--- config.mk ---
export PLATFORM = sky130hd
export DESIGN_NAME = alu_arbiter
export DESIGN_NICKNAME = d
export VERILOG_FILES = /design/src/rtl/alu_arbiter.sv
export SDC_FILE = /design/constraint.sdc
export NUM_CORES = 1
export LEC_CHECK = 0
export CELL_PAD_IN_SITES_DETAIL_PLACEMENT = 1
export CELL_PAD_IN_SITES_GLOBAL_PLACEMENT = 2
export CORE_MARGIN = 5
export CORE_UTILIZATION = 24
export DETAILED_ROUTE_END_ITERATION = 8
export GPL_TIMING_DRIVEN = 0
export PLACE_DENSITY = 0.84
export SLEW_MARGIN = 10
export SYNTH_ARGS = -nofsm -noshare
export SYNTH_HDL_FRONTEND = slang
export SYNTH_SLANG_ARGS = --single-unit
export TNS_END_PERCENT = 1
--- constraint.sdc ---
create_clock -name i_clk -period 3.2 [get_ports i_clk]
set_input_delay 0.32 -clock i_clk [delete_from_list [all_inputs] [get_ports i_clk]]
set_output_delay 0.32 -clock i_clk [all_outputs]
set_load 0.01 [all_outputs]
--- src/rtl/alu_arbiter.sv ---
// alu_arbiter: two-requester arbiter for one shared combinational ALU, one op in flight.
// Define ALU_ARBITER_RR_EN for round-robin arbitration; default is fixed priority (req0 wins).
module alu_arbiter #(
  parameter int DATA_W = 32
) (
  input  logic              i_clk,
  input  logic              i_rst_n,
  input  logic              i_req0_valid,
  input  logic              i_req1_valid,
  output logic              o_req0_ready,
  output logic              o_req1_ready,
  input  logic [3:0]        i_req0_op,
  input  logic [3:0]        i_req1_op,
  input  logic [DATA_W-1:0] i_req0_a,
  input  logic [DATA_W-1:0] i_req0_b,
  input  logic [DATA_W-1:0] i_req1_a,
  input  logic [DATA_W-1:0] i_req1_b,
  output logic              o_rsp0_valid,
  output logic              o_rsp1_valid,
  input  logic              i_rsp0_ready,
  input  logic              i_rsp1_ready,
  output logic [DATA_W-1:0] o_rsp0_data,
  output logic [DATA_W-1:0] o_rsp1_data,
  output logic [3:0]        o_alu_op,
  output logic [DATA_W-1:0] o_alu_a,
  output logic [DATA_W-1:0] o_alu_b,
  input  logic [DATA_W-1:0] i_alu_data,
  output logic              o_busy
);
  typedef enum logic [1:0] {IDLE, ISSUE, RESP} state_t;
  state_t            state_q, state_d;
  logic [3:0]        op_q, op_d;
  logic [DATA_W-1:0] a_q, a_d, b_q, b_d, res_q, res_d;
  logic              owner_q, owner_d;
  logic              gnt0, gnt1, xfer, rsp_hs;
`ifdef ALU_ARBITER_RR_EN
  logic              ptr_q, ptr_d;
  // ptr_q names the requester that wins a tie; it flips away from whoever was just accepted
  assign gnt0  = i_req0_valid && (!i_req1_valid || !ptr_q);
  assign gnt1  = i_req1_valid && (!i_req0_valid || ptr_q);
  assign ptr_d = xfer ? gnt0 : ptr_q;
  always_ff @(posedge i_clk or negedge i_rst_n)
    if (!i_rst_n) ptr_q <= 1'b0;
    else          ptr_q <= ptr_d;
`else
  assign gnt0 = i_req0_valid;
  assign gnt1 = i_req1_valid && !i_req0_valid;
`endif
  assign xfer   = (state_q == IDLE) && (gnt0 || gnt1);
  assign rsp_hs = (o_rsp0_valid && i_rsp0_ready) || (o_rsp1_valid && i_rsp1_ready);
  always_ff @(posedge i_clk or negedge i_rst_n)
    if (!i_rst_n) begin
      state_q <= IDLE;
      op_q    <= 4'b0000;
      a_q     <= '0;
      b_q     <= '0;
      res_q   <= '0;
      owner_q <= 1'b0;
    end else begin
      state_q <= state_d;
      op_q    <= op_d;
      a_q     <= a_d;
      b_q     <= b_d;
      res_q   <= res_d;
      owner_q <= owner_d;
    end
  always_comb begin
    state_d = IDLE;
    case (state_q)
      IDLE:    state_d = xfer ? ISSUE : IDLE;
      ISSUE:   state_d = RESP;
      RESP:    state_d = rsp_hs ? IDLE : RESP;
      default: state_d = IDLE;
    endcase
  end
  always_comb begin
    op_d    = xfer ? (gnt0 ? i_req0_op : i_req1_op) : op_q;
    a_d     = xfer ? (gnt0 ? i_req0_a  : i_req1_a)  : a_q;
    b_d     = xfer ? (gnt0 ? i_req0_b  : i_req1_b)  : b_q;
    owner_d = xfer ? gnt1 : owner_q;
    res_d   = (state_q == ISSUE) ? i_alu_data : res_q;
  end
  always_comb begin
    o_req0_ready = (state_q == IDLE) && gnt0;
    o_req1_ready = (state_q == IDLE) && gnt1;
    o_rsp0_valid = (state_q == RESP) && !owner_q;
    o_rsp1_valid = (state_q == RESP) && owner_q;
    o_rsp0_data  = res_q;
    o_rsp1_data  = res_q;
    o_alu_op     = op_q;
    o_alu_a      = a_q;
    o_alu_b      = b_q;
    o_busy       = state_q != IDLE;
  end
endmodule

---- Word level (Yosys, flattened, before mapping) ----
Cells that the tools add are included.
word-level totals
  logic and storage cells ................. 28
  input bits .............................. 174
  bits in registers ....................... 103
  output and inout bits ................... 137
cells by class
  equality and inequality tests ........... 2
  reductions and logical operators ........ 14
  multiplexer cells ....................... 6
operators by type and width
  operator                                        number
  2-to-1 mux 32 bit                               2
  logical AND 1 bit                               8
  one-hot mux 2 bit (3 select lines)              1
  2-to-1 mux 4 bit                                1
  == test 2 x 1 -> 1 bit (second input constant)  1
  == test 2 bit (second input constant)           1
  zero test 1 bit                                 2
  zero test 2 bit                                 1
  logical OR 1 bit                                2
  2-to-1 mux 2 bit                                1
  nonzero test 2 bit                              1
  2-to-1 mux 1 bit                                1

---- Logic depth before layout (Yosys ltp) ----
Gate-level depths: netlist (run 1).
  depth in word-level cells ............... 6
  depth in mapped cells ................... 6
  mapped depth without buffers ............ 3

---- Least setup slack after synthesis (run 1) ----
Ideal clock, no wire load.
  kind .................................... register to register
  start point ............................. reg state_q[1]
  end point ............................... reg a_q[10], in the netlist o_alu_a[10]
  setup slack ............................. 1.706 ns
  clock period less this slack ............ 1.494 ns
  data arrival time ....................... 1.369 ns
  required time ........................... 3.075 ns
  buffers on the path ..................... 3
  library setup time ...................... 0.125 ns
  stages on the path, launching flop included .. 7
  cells stage by stage .................... dfrtp_1 > nor2_1 > o21a_1 > buf_6 > buf_6 > buf_8 > mux2_4
between the ends
  cells in the longest elaborated chain, start to end .. 2
RTL lines
  item                    line  text
  from (decl)             31    state_t state_q, state_d;
  from (signal assigned)  60    state_q <= state_d;
  zero test 2 bit         49    assign xfer = (state_q == IDLE) && (gnt0 || gnt1);
  logical AND 1 bit       49
  to (signal assigned)    55    a_q <= '0;
  to (signal assigned)    62    a_q <= a_d;
  to (decl)               33    logic [DATA_W-1:0] a_q, a_d, b_q, b_d, res_q, res_d;
Every way passes these cells.
A chain may end at the register's enable or synchronous reset.

---- Worst setup path after layout (run 1) ----
  start point ............................. reg state_q[1]
  end point ............................... out o_req1_ready
between the ends
  cells in the longest elaborated chain, start to end .. 2
RTL lines
  item               line  text
  zero test 2 bit    85    o_req1_ready = (state_q == IDLE) && gnt1;
  logical AND 1 bit  85
  to (decl)          11    output logic o_req1_ready,
Every way passes these cells.

==> results of run 1 <==
logic make-up after synthesis:
group / count (synthesis)
AND/OR/NAND/NOR: 8
flip-flops: 103
buffers and inverters: 54
AO/OA/AOI/OAI: 3
multiplexers: 169
Yosys cell counts (2+ instances only):
library cell  number
buf_2              9
buf_4             37
buf_6              3
clkbuf_1           2
dfrtp_1          103
inv_1              2
mux2_2           160
mux2_4             9
nand2b_1           2
nor2_1             4
final timing paths:
kind	to	cells past startpoint	slack, ps	startpoint
max in group asynchronous	o_alu_b[25]	3	2090	i_rst_n
setup reg to reg	o_alu_a[8]	6	1480	state_q[1]
hold reg to reg	o_alu_b[1]	1	500	o_alu_b[1]
min in group i_clk	o_alu_b[1]	1	500	o_alu_b[1]
hold / removal	o_alu_a[30]	2	480	i_rst_n
setup / recovery	o_req1_ready	4	1110	state_q[1]
metal layers:
layer / routed length [microns] / up-vias / GRT usage
li1: - / 1794 / -
met1: 6110 / 1903 / 0.153
met2: 9000 / 155 / 0.253
met3: 1160 / 25 / 0.0416
met4: 465 / 0 / 0.0551
met5: 0 / - / 0
layout make-up:
class	instances	area, sq um	share of cell area
timing repair buffer	311	3130	0.358
sequential	103	2580	0.295
multi-input combinational	180	1990	0.228
buffer	52	379	0.0433
tap	270	338	0.0386
clock buffer	10	239	0.0273
clock inverter	5	81.3	0.00930
inverter	2	7.51	0.000858
power by group:
| group | total, mW | internal [mW] | switching [mW] |
|---|---|---|---|
| registers | 2.41 | 1.98 | 0.424 |
| logic | 4.40 | 2.83 | 1.57 |
| clock network | 1.19 | 0.705 | 0.486 |
| total | 7.99 | 5.52 | 2.48 |
critical path: stages (launching register included):
cell and delay (ps):
dfrtp_1 390, nor2_1 250, nand2_1 120, nor2_1 90, clkdlybuf4s50_1 570
stage by stage:
stage,cells,setup WS [ps],hold WS [ps]
floorplan,337,1710,24.4
global placement,916,-2080,490
detailed placement,917,1160,285
CTS,933,1070,486
global route,933,989,524
finish,933,1110,481
flip-flops by register name (all words and copies together) (netlist names):
signal       flops
o_alu_a         32
o_alu_b         32
o_rsp0_data     32
o_alu_op         4
state_q          2
owner_q          1
==> reports/results.tsv, run 1 <==
stage	metric	value	unit
run_status	run_status	finished, final reports clean	
cells_and_area	drive_gt1_frac	0.356	
clock_network	path_clk_slew	70	ps
yosys	netlist_area	4960	sq um
global_routing	grt_max_degree	60	
cells_and_area	diodes	0	
cells_and_area	final_common_cell	clkdlybuf4s50_1	
global_routing	grt_pass1_wl	26400	microns
yosys	seq_area_frac_synth	0.520	
detailed_routing	route.detailed.drc	0	
yosys	synthAdderAreaFrac	0	
global_routing	antenna_found_initial	0	
yosys	synthDistinctLibCells	16	
clock_network	clock-sinks	103	
yosys	synth-simple-area-share	0.00757	
cells_and_area	final_cell_mix	clkdlybuf4s50_1, mux2_2, dfrtp_1, buf_4	
clock_network	cts_hold_buf	1	
detailed_routing	post_drt_wl_per_cell	17.9	microns
power_and_ir_drop	peakVddDrop	0.412	mV
cells_and_area	fin_nets	833	
floorplanning	die_area	23600	sq um
setup_path	startpoint_type	register	
clock_network	clockRootBuffer	clkbuf_16	
clock_network	cts_buffer_depth	2	
sta	setup_viol	0	
sta	slew_headroom	0.665	
cells_and_area	areaGrowthSynthToFinish	76.5	%
yosys	yosys_warnings	0	
min_path	hp-class	input port to asynchronous set/reset pin	
yosys	synth_mux_area_frac	0.391	
sta	fmax	0.478	GHz
yosys	synth_top_area_share	0.520	
sta	finClkSkew	7.12	ps
clock_network	cts_resized	0	
clock_network	cts_tree	done	
setup_path	cp.arrival	1770	ps
placement	place_congestion	0.790	
sta	fin_crit_sh	0.654	
cells_and_area	fin_area	8750	sq um
floorplanning	ios	311	
detailed_routing	wl	16700	microns
detailed_routing	first_pass_iters	4	
yosys	synthFlopType	dfrtp_1	
yosys	synth_compound_area_frac	0.00353	
setup_path	required	2880	ps
sta	rsz0062_at_grt	false	
power_and_ir_drop	power_leakage	3.55	nW
floorplanning	row_count	52	
flow_run	cap_viol_max_count	0	
floorplanning	die_h	154	microns
yosys	async_reset_ff_frac	1.00	
sta	fin_tns_setup	0	ps
detailed_routing	ant_nets	0	
setup_path	endpoint_kind	primary output	
detailed_routing	drtIter0Drc	60	
setup_path	crit_type	register to primary output	
detailed_routing	via_count	3877	
sta	hold_viol_final	0	
yosys	syn_area_per_cell	14.7	sq um
yosys	ys_top_cells_by_area	dfrtp_1, mux2_2, buf_4	
clock_network	cts_buffers	9	
yosys	synth_edf_count	0	
placement	port_buffers	309	
floorplanning	die_w	154	microns
yosys	synth_seq_cells	103	
global_routing	grt_usage	0.140	
power_and_ir_drop	finalPower	7.99	mW
yosys	synthCells	337	
clock_network	insertion_delay	340	ps
yosys	yosysTopAreaCell	dfrtp_1	
cells_and_area	fill_cells	2149	
sta	worst_pin_slew	503	ps
clock_network	ctsHtreeMaxLevel	3	
floorplanning	coreArea	20300	sq um
global_routing	grt_pass1_vias	4550	
detailed_routing	via_per_inst	4.16	
placement	placed_cell_area	8420	sq um
yosys	synth_xor_area_frac	0	
yosys	synth_top_family_by_area	multiplexers	
sta	slew_violations	0	
global_routing	grt-ovfl-total	0	
floorplanning	start_util	0.244	
yosys	syn_nets	511	
cells_and_area	utilization	0.431	
setup_path	cp_max_fo	4	
sta	min_period	2090	ps
placement	hpwl	13700	microns
clock_network	post_cts_buffers	0	
power_and_ir_drop	power_density	914	nW/um^2
Note: power is estimated with default switching activity, not from simulation.
==> run 2: changes to the inputs <==
--- a/config.mk
+++ b/config.mk
@@ -8,10 +8,10 @@
 export CELL_PAD_IN_SITES_DETAIL_PLACEMENT = 1
 export CELL_PAD_IN_SITES_GLOBAL_PLACEMENT = 2
 export CORE_MARGIN = 5
-export CORE_UTILIZATION = 24
+export CORE_UTILIZATION = 20
 export DETAILED_ROUTE_END_ITERATION = 8
 export GPL_TIMING_DRIVEN = 0
-export PLACE_DENSITY = 0.84
+export PLACE_DENSITY = 0.74
 export SLEW_MARGIN = 10
 export SYNTH_ARGS = -nofsm -noshare
 export SYNTH_HDL_FRONTEND = slang
==> constraint.sdc (replaced) <==
create_clock -name i_clk -period 1.8 [get_ports i_clk]
set_input_delay 0.18 -clock i_clk [delete_from_list [all_inputs] [get_ports i_clk]]
set_output_delay 0.18 -clock i_clk [all_outputs]
set_load 0.01 [all_outputs]
==> reports/results.tsv, run 2 (synthesis results as in run 1) <==
stage	metric	value	unit
placement	placed_cell_area	8480	sq um
clock_network	post_cts_buffers	0	
detailed_routing	wl	17300	microns
flow_run	cap_viol_max_count	0	
clock_network	insertion_delay	350	ps
sta	finClkSkew	9.44	ps
global_routing	grt_pass1_vias	4572	
global_routing	antenna_found_initial	0	
setup_path	startpoint_type	register	
clock_network	clockRootBuffer	clkbuf_16	
clock_network	cts_buffer_depth	2	
detailed_routing	first_pass_iters	3	
run_status	run_status	finished, final reports clean	
clock_network	path_clk_slew	80	ps
setup_path	crit_type	register to register	
power_and_ir_drop	peakVddDrop	0.579	mV
setup_path	required	2030	ps
sta	setup_viol	0	
floorplanning	start_util	0.203	
placement	port_buffers	309	
clock_network	ctsHtreeMaxLevel	3	
cells_and_area	diodes	0	
sta	fin_crit_sh	0.920	
cells_and_area	fin_nets	833	
sta	slew_headroom	0.682	
cells_and_area	final_common_cell	clkdlybuf4s50_1	
global_routing	grt_usage	0.123	
floorplanning	die_area	28000	sq um
sta	rsz0062_at_grt	false	
setup_path	cp.arrival	1880	ps
sta	post-route-worst-setup-slack	143	ps
sta	min_period	1660	ps
floorplanning	row_count	57	
setup_path	endpoint_kind	register	
global_routing	grt_pass1_wl	27400	microns
setup_path	cp_max_fo	10	
placement	hpwl	14300	microns
sta	slew_violations	0	
detailed_routing	post_drt_wl_per_cell	17.5	microns
detailed_routing	via_count	3879	
sta	worst_pin_slew	477	ps
setup_path	ff2ff_setup_slack	140	ps
power_and_ir_drop	power_density	1610	nW/um^2
global_routing	grt-ovfl-total	0	
detailed_routing	drtIter0Drc	63	
sta	fmax	0.604	GHz
detailed_routing	via_per_inst	3.93	
placement	place_congestion	0.787	
detailed_routing	route.detailed.drc	0	
floorplanning	ios	311	
floorplanning	die_w	167	microns
floorplanning	coreArea	24400	sq um
clock_network	cts_buffers	9	
cells_and_area	fin_area	8790	sq um
cells_and_area	areaGrowthSynthToFinish	77.4	%
detailed_routing	ant_nets	0	
min_path	hp-class	input port to asynchronous set/reset pin	
floorplanning	die_h	167	microns
clock_network	clock-sinks	103	
sta	hold_viol_final	0	
cells_and_area	final_cell_mix	clkdlybuf4s50_1, mux2_2, dfrtp_1, buf_4	
power_and_ir_drop	power_leakage	3.56	nW
cells_and_area	drive_gt1_frac	0.355	
cells_and_area	utilization	0.360	
global_routing	grt_max_degree	60	
placement	preCtsSetupSlack	27.6	ps
clock_network	cts_tree	done	
## run 2: per-stage QoR
stage	hold slack, ps	setup TNS, ps	power, mW	cells
2_1_floorplan	-116	0	7.83	337
3_3_place_gp	490	-358790	12.1	970
3_5_place_dp	144	0	12.3	971
4_1_cts	327	0	14.4	988
5_1_grt	348	0	15.0	988
6_report	313	0	14.1	988
## run 2: worst paths after layout
kind                          startpoint              to  depth (start not counted)
min reg2reg                   o_alu_b[6]      o_alu_b[6]                          1
max reg2reg                   state_q[1]      o_alu_a[8]                          6
min                              i_rst_n     o_alu_a[19]                          2
min in group i_clk         i_alu_data[3]  o_rsp0_data[3]                          2
max                           state_q[1]      o_alu_a[8]                          6
max in group asynchronous        i_rst_n     o_alu_b[17]                          3
## run 2: power breakdown
group | internal [mW] | switching [mW]
clock | 1.13 | 0.897
combinational | 5.01 | 2.81
sequential | 3.52 | 0.753
## run 2: cell type report
| type | instances | area, sq um |
|---|---|---|
| fill | 2626 | 15600 |
| sequential | 103 | 2580 |
| clock inverter | 4 | 55.1 |
| multi-input combinational | 180 | 1990 |
| clock buffer | 12 | 246 |
| timing repair buffer | 311 | 3130 |
| tap | 324 | 405 |
| buffer | 52 | 379 |
| inverter | 2 | 7.51 |
## run 2: what timing repair did
action | 4_1_cts | 5_1_grt
hold buffers | 1 | 0
endpoints found under the hold margin | 44 | 0
resized for setup | 5 | 0
setup endpoints to repair | 4 | 0
## run 2: metal layers
layer  wire, microns  vias to the layer above  global-route usage  share of wire
met3            1280                        9              0.0460          0.074
met2            9480                      139               0.231           0.55
met5               0                        -                   0              0
met1            6350                     1940               0.130           0.37
met4             217                        0              0.0300          0.013
li1                -                     1791                   -              -
## run 2: critical path, cell delays in order (launching register included)
cell and delay, ps:
dfrtp_1 400, nor2_2 180, o21a_1 170, buf_6 140
buf_6 170, buf_8 170, mux2_4 310
